<file path="src/rtl/coproc_instr_scheduler.sv">
// Instruction queue and issue sequencer for the image coprocessor.
// Host words are buffered in a circular FIFO and issued one at a time
// over a four-phase start/done handshake. NOP opcodes are dropped and
// every handshake phase is guarded by a watchdog.
//
// state   | meaning
// --------+----------------------------------------------------------
// IDLE    | waiting for a FIFO entry; pops the head into instr_q
// LOAD    | decode instr_q; drop NOPs, otherwise latch cop_instr
// ISSUE   | cop_start high, waiting for cop_done rise (or watchdog)
// RELEASE | cop_start low, waiting for cop_done fall (or watchdog)

module coproc_instr_scheduler #(
    parameter int DEPTH   = 8,
    parameter int TIMEOUT = 1_000_000
) (
    input  logic                     clk,
    input  logic                     rst_n,
    input  logic [25:0]              host_instr,
    input  logic                     host_valid,
    output logic                     host_ready,
    output logic [25:0]              cop_instr,
    output logic                     cop_start,
    input  logic                     cop_done,
    output logic                     busy,
    output logic [$clog2(DEPTH):0]   fifo_count,
    output logic                     err_timeout,
    input  logic                     err_clr,
    output logic [15:0]              issued
);

    localparam int PW = $clog2(DEPTH);
    localparam int CW = PW + 1;
    localparam int WW = $clog2(TIMEOUT + 1);
    localparam logic [CW-1:0] FULL    = CW'(DEPTH);
    localparam logic [WW-1:0] WD_LAST = WW'(TIMEOUT - 1);
    localparam logic [2:0]    OP_NOP  = 3'b000;

    typedef enum logic [1:0] {
        S_IDLE,
        S_LOAD,
        S_ISSUE,
        S_RELEASE
    } state_t;

    state_t          state;
    state_t          state_nxt;

    logic [25:0]     mem [DEPTH];
    logic [PW-1:0]   wr_ptr;
    logic [PW-1:0]   rd_ptr;
    logic [CW-1:0]   count;
    logic [25:0]     instr_q;
    logic [WW-1:0]   wd;

    logic            push;
    logic            pop;
    logic            load_cop;
    logic            start_nxt;
    logic            wd_clr;
    logic            wd_inc;
    logic            fire;
    logic            done_ok;
    logic            wd_hit;

    assign host_ready = (count < FULL);
    assign push       = host_valid & host_ready;
    assign fifo_count = count;
    assign busy       = (state != S_IDLE) || (count != '0);
    assign wd_hit     = (wd == WD_LAST);

    // FIFO storage; contents are don't-care until written, so no reset
    always_ff @(posedge clk) begin
        if (push) begin
            mem[wr_ptr] <= host_instr;
        end
    end

    // FSM state register
    always_ff @(posedge clk) begin
        if (!rst_n) begin
            state <= S_IDLE;
        end else begin
            state <= state_nxt;
        end
    end

    // Next-state and per-cycle control decode
    always_comb begin
        state_nxt = state;
        pop       = 1'b0;
        load_cop  = 1'b0;
        start_nxt = 1'b0;
        wd_clr    = 1'b0;
        wd_inc    = 1'b0;
        fire      = 1'b0;
        done_ok   = 1'b0;
        case (state)
            S_IDLE: begin
                if (count != '0) begin
                    pop       = 1'b1;
                    state_nxt = S_LOAD;
                end
            end
            S_LOAD: begin
                if (instr_q[2:0] == OP_NOP) begin
                    state_nxt = S_IDLE;
                end else begin
                    load_cop  = 1'b1;
                    start_nxt = 1'b1;
                    wd_clr    = 1'b1;
                    state_nxt = S_ISSUE;
                end
            end
            S_ISSUE: begin
                if (cop_done) begin
                    done_ok   = 1'b1;
                    wd_clr    = 1'b1;
                    state_nxt = S_RELEASE;
                end else if (wd_hit) begin
                    fire      = 1'b1;
                    wd_clr    = 1'b1;
                    state_nxt = S_RELEASE;
                end else begin
                    start_nxt = 1'b1;
                    wd_inc    = 1'b1;
                end
            end
            S_RELEASE: begin
                if (!cop_done) begin
                    state_nxt = S_IDLE;
                end else if (wd_hit) begin
                    fire      = 1'b1;
                    state_nxt = S_IDLE;
                end else begin
                    wd_inc    = 1'b1;
                end
            end
            default: begin
                state_nxt = S_IDLE;
            end
        endcase
    end

    // FIFO pointers/occupancy, registered handshake outputs, watchdog and counters
    always_ff @(posedge clk) begin
        if (!rst_n) begin
            wr_ptr      <= '0;
            rd_ptr      <= '0;
            count       <= '0;
            instr_q     <= '0;
            cop_instr   <= '0;
            cop_start   <= 1'b0;
            wd          <= '0;
            err_timeout <= 1'b0;
            issued      <= '0;
        end else begin
            if (push) begin
                wr_ptr <= wr_ptr + PW'(1);
            end
            if (pop) begin
                rd_ptr  <= rd_ptr + PW'(1);
                instr_q <= mem[rd_ptr];
            end
            if (push && !pop) begin
                count <= count + CW'(1);
            end else if (pop && !push) begin
                count <= count - CW'(1);
            end
            if (load_cop) begin
                cop_instr <= instr_q;
            end
            cop_start <= start_nxt;
            if (wd_clr) begin
                wd <= '0;
            end else if (wd_inc) begin
                wd <= wd + WW'(1);
            end
            // a timeout in the same cycle as err_clr keeps the flag set
            if (fire) begin
                err_timeout <= 1'b1;
            end else if (err_clr) begin
                err_timeout <= 1'b0;
            end
            if (done_ok) begin
                issued <= issued + 16'd1;
            end
        end
    end

endmodule

</file>
<file path="config.mk">
export PLATFORM = sky130hd
export DESIGN_NAME = coproc_instr_scheduler
export DESIGN_NICKNAME = d
export VERILOG_FILES = /design/src/rtl/coproc_instr_scheduler.sv
export SDC_FILE = /design/constraint.sdc
export NUM_CORES = 1
export LEC_CHECK = 0
export CORE_ASPECT_RATIO = 0.8
export CORE_UTILIZATION = 59
export CTS_CLUSTER_SIZE = 20
export DETAILED_ROUTE_END_ITERATION = 6
export PLACE_DENSITY = 0.8
export SLEW_MARGIN = 5
export SYNTH_ARGS = -nofsm -noshare
export SYNTH_HDL_FRONTEND = slang
export SYNTH_SLANG_ARGS = --single-unit
</file>
<file path="constraint.sdc">
create_clock -name clk -period 4.86 [get_ports clk]
set_clock_uncertainty 0.15 [all_clocks]
set_input_delay 1.458 -clock clk [delete_from_list [all_inputs] [get_ports clk]]
set_output_delay 1.458 -clock clk [all_outputs]
set_load 0.01 [all_outputs]
</file>
==> results by group <==
Die
  • Die area: 21200 um2
  • Die X: 162 um
  • Io pins: 81
  • Area of the core: 20000 um2
  • Overall die height: 130 um
  • FP Rows: 46
  • Starting density of the core: 0.608

Cells and area
  • Final Cell Area: 14200 um2
  • # fillers: 1217
  • Most common cell after layout, fill and taps aside: edfxtp_1
  • Most frequent cells in the layout: 208 x edfxtp_1, 100 x dfxtp_1, 98 x nand2_1
  • Area growth syn-to-layout: 17.4%
  • Layout Utilization: 0.713
  • Fin nets: 915
  • Layout cells sized above 1: 0.142
  • Inserted Diodes: 0
  • Non-filler cells, final: 1157

Yosys
  • Syn avg cell area: 15.4 um2
  • Warnings, synthesis: 0
  • Simple-gate share of the synthesized area: 0.0848
  • Post-synth EDFFs: 208
  • Yosys cell types: 44
  • Post-synthesis sequential element count: 310
  • Synth Cell Area: 12100 um2
  • Mapped Cells: 787
  • Post-Synth Adder-Cell Area: 0.0130
  • Main combinational cell family by area after synthesis: multiplexers
  • Synth Area in XOR/XNOR: 0.0238
  • Syn Nets: 830
  • Mux cell area share after synthesis: 0.124
  • Synth Area in Compound Gates: 0.0554
  • Synth Flop Type: edfxtp_1
  • Async S/R FF share, synth: 0
  • Sequential element share of the synthesized area: 0.683

Hold path
  • Hold Path End: cop_instr[18]
  • Hold path cells: 2
  • Hold_sp: instr_q[18]
  • Hold Crit Class: reg2reg

Placed design
  • Worst slack, placed: 694 ps
  • Placed cells: 1106
  • Port Buf Inserts: 80
  • Final HPWL from detailed placement: 13800 um
  • Final Wtd Congestion: 0.882
  • Placed Area: 13300 um2

Global routing
  • First-pass GRT wire length: 36800 um
  • Gr ovfl total: 0
  • Antenna violations before repair: 1
  • Vias in the first global route: 6854
  • Gr usage total: 0.231
  • Maximum number of pins on one net before global-route repair: 55

Detailed routing
  • Vias: 6834
  • Iteration count of the initial detailed-routing pass: 5
  • Final wirelength: 23700 um
  • Initial DRC count: 524
  • Drt via density: 5.91
  • WL/cell: 20.5 um
  • Antenna viol nets, final: 0
  • DRC: 0

STA
  • Setup Viol. Count Final: 0
  • RSZ-0062 raised after global routing: false
  • Tcrit/Tclk final: 0.847
  • Setup slack after layout: 746 ps
  • Hold_ws: 319 ps
  • F_max: 243 MHz
  • Relative slew slack: 0.266
  • Final Slew Violations: 0
  • Fin. Hold Viols: 0
  • Slew @ Worst Pin: 1100 ps
  • Final min period: 4110 ps
  • TNS Setup: 0 ps

Setup path
  • Reg-to-reg critical path startpoint: fifo_count[0]
  • Worst path max stage delay: 860 ps
  • R2R cell count: 11
  • CP arrival: 2510 ps
  • Critical Path RT: 3250 ps
  • Setup crit end kind: output port
  • Slowest CP cell: nor4_1
  • CP delay by family, top: simple AND/OR/NAND/NOR gates
  • Bufs and invs on worst path: 1
  • End of the worst register-to-register path: fifo_count[3]
  • Startpoint type of the worst setup path: flop
  • Worst reg-to-reg setup slack: 1570 ps
  • Crit-path max FO: 5
  • Crit Path Category: reg2out
  • Cell chain of the critical path: nor4_1 > nand2_1 > clkdlybuf4s50_1

CTS
  • Clock Tree Buf Depth: 3
  • Post-cts resize count: 0
  • Cts hold-fix bufs: 0
  • Postcts setup bufs: 0
  • Num CTS Buffers: 28
  • Root Buffer: clkbuf_16
  • Worst-skew pair later-pin latency: 530 ps
  • H-tree depth: 1
  • CTS tree: built
  • Sink Count: 310
  • Worst-path clk slew: 60 ps

Pwr
  • Leakage power: 4.86 nW
  • VDD IR max: 0.372 mV
  • Total chip power: 7.00 mW
  • P per Cell Area: 492 nW/um2

Outcome
  • Status: completed

Flow run
  • Total of max-cap violations: 0
-- report_power, final --
group	internal (mW)	switching [mW]	total, mW
registers	3.05	0.230	3.28
logic	0.686	0.713	1.40
clock network	1.40	0.918	2.32
total	5.14	1.86	7.00
-- state kept, by name, indices dropped and copies added, names as in the netlist, named ones only --
register     count
cop_instr       26
state            1
instr_q         26
wr_ptr           3
rd_ptr           3
err_timeout      1
cop_start        1
issued          16
wd              20
mem            208
fifo_count       4
-- cells in the mapped netlist (all sizes together) (2+ instances only) --
master | n | area (um2)
nand2 | 98 | 368
and4 | 4 | 35.0
a22oi | 3 | 22.5
mux4 | 52 | 1170
dfxtp | 102 | 2040
nor2b | 9 | 56.3
edfxtp | 208 | 6250
nand2b | 3 | 18.8
inv | 9 | 33.8
a21boi | 28 | 210
o211a | 26 | 260
nor2 | 23 | 86.3
nand4 | 10 | 62.6
buf | 10 | 51.3
and3 | 6 | 37.5
a21o | 2 | 15.0
or3 | 8 | 52.6
ha | 11 | 138
a21oi | 9 | 45.0
clkbuf | 30 | 113
o31ai | 3 | 22.5
nor3 | 9 | 45.0
xor2 | 9 | 78.8
mux2i | 32 | 320
nor4 | 7 | 43.8
nand3 | 8 | 40.0
xnor2 | 24 | 210
o21ai | 10 | 50.1
and2 | 22 | 138
-- layout make-up --
cell class | instances | area [um2] | area share
Tap cell | 264 | 330 | 0.0232
Multi-Input combinational cell | 428 | 3700 | 0.260
Timing Repair Buffer | 95 | 908 | 0.0638
Inverter | 9 | 33.8 | 0.00237
Sequential cell | 310 | 8290 | 0.582
Clock buffer | 32 | 737 | 0.0517
Clock inverter | 19 | 245 | 0.0172
-- logic make-up (layout without fill, tap and decap cells) --
| group | Yosys count | in the layout |
|---|---|---|
| adders and majority gates | 12 | 12 |
| and+or+nand+nor | 212 | 212 |
| AOI/OAI and AO/OA | 86 | 86 |
| DFF | 310 | 310 |
| buffers and inverters | 49 | 155 |
| muxes | 85 | 85 |
| xor gates and xnor gates | 33 | 33 |
-- metal layers --
| layer | global-route usage | share of wire | up-vias |
|---|---|---|---|
| li1 | - | - | 3139 |
| met1 | 0.309 | 0.42 | 3435 |
| met2 | 0.395 | 0.51 | 214 |
| met3 | 0.0346 | 0.054 | 44 |
| met4 | 0.0699 | 0.022 | 2 |
| met5 | 0 | 0.00055 | - |
-- worst max-delay path by stage --
stage                  start       endpoint  slack (ps)  depth (start not counted)
2_1_floorplan     host_valid      mem[0][0]         520                          4
3_3_place_gp      host_valid  fifo_count[3]         810                         10
3_5_place_dp      host_valid  fifo_count[3]         690                         10
4_1_cts        fifo_count[0]           busy         800                          3
5_1_grt        fifo_count[0]           busy         670                          3
6_report       fifo_count[0]           busy         750                          3
-- worst min-delay path, stage by stage, from the launching register on --
cell	delay, ps
dfxtp_1	310
nand2_1	50
a21boi_0	60
No activity file was read; power rests on OpenSTA's default activity.
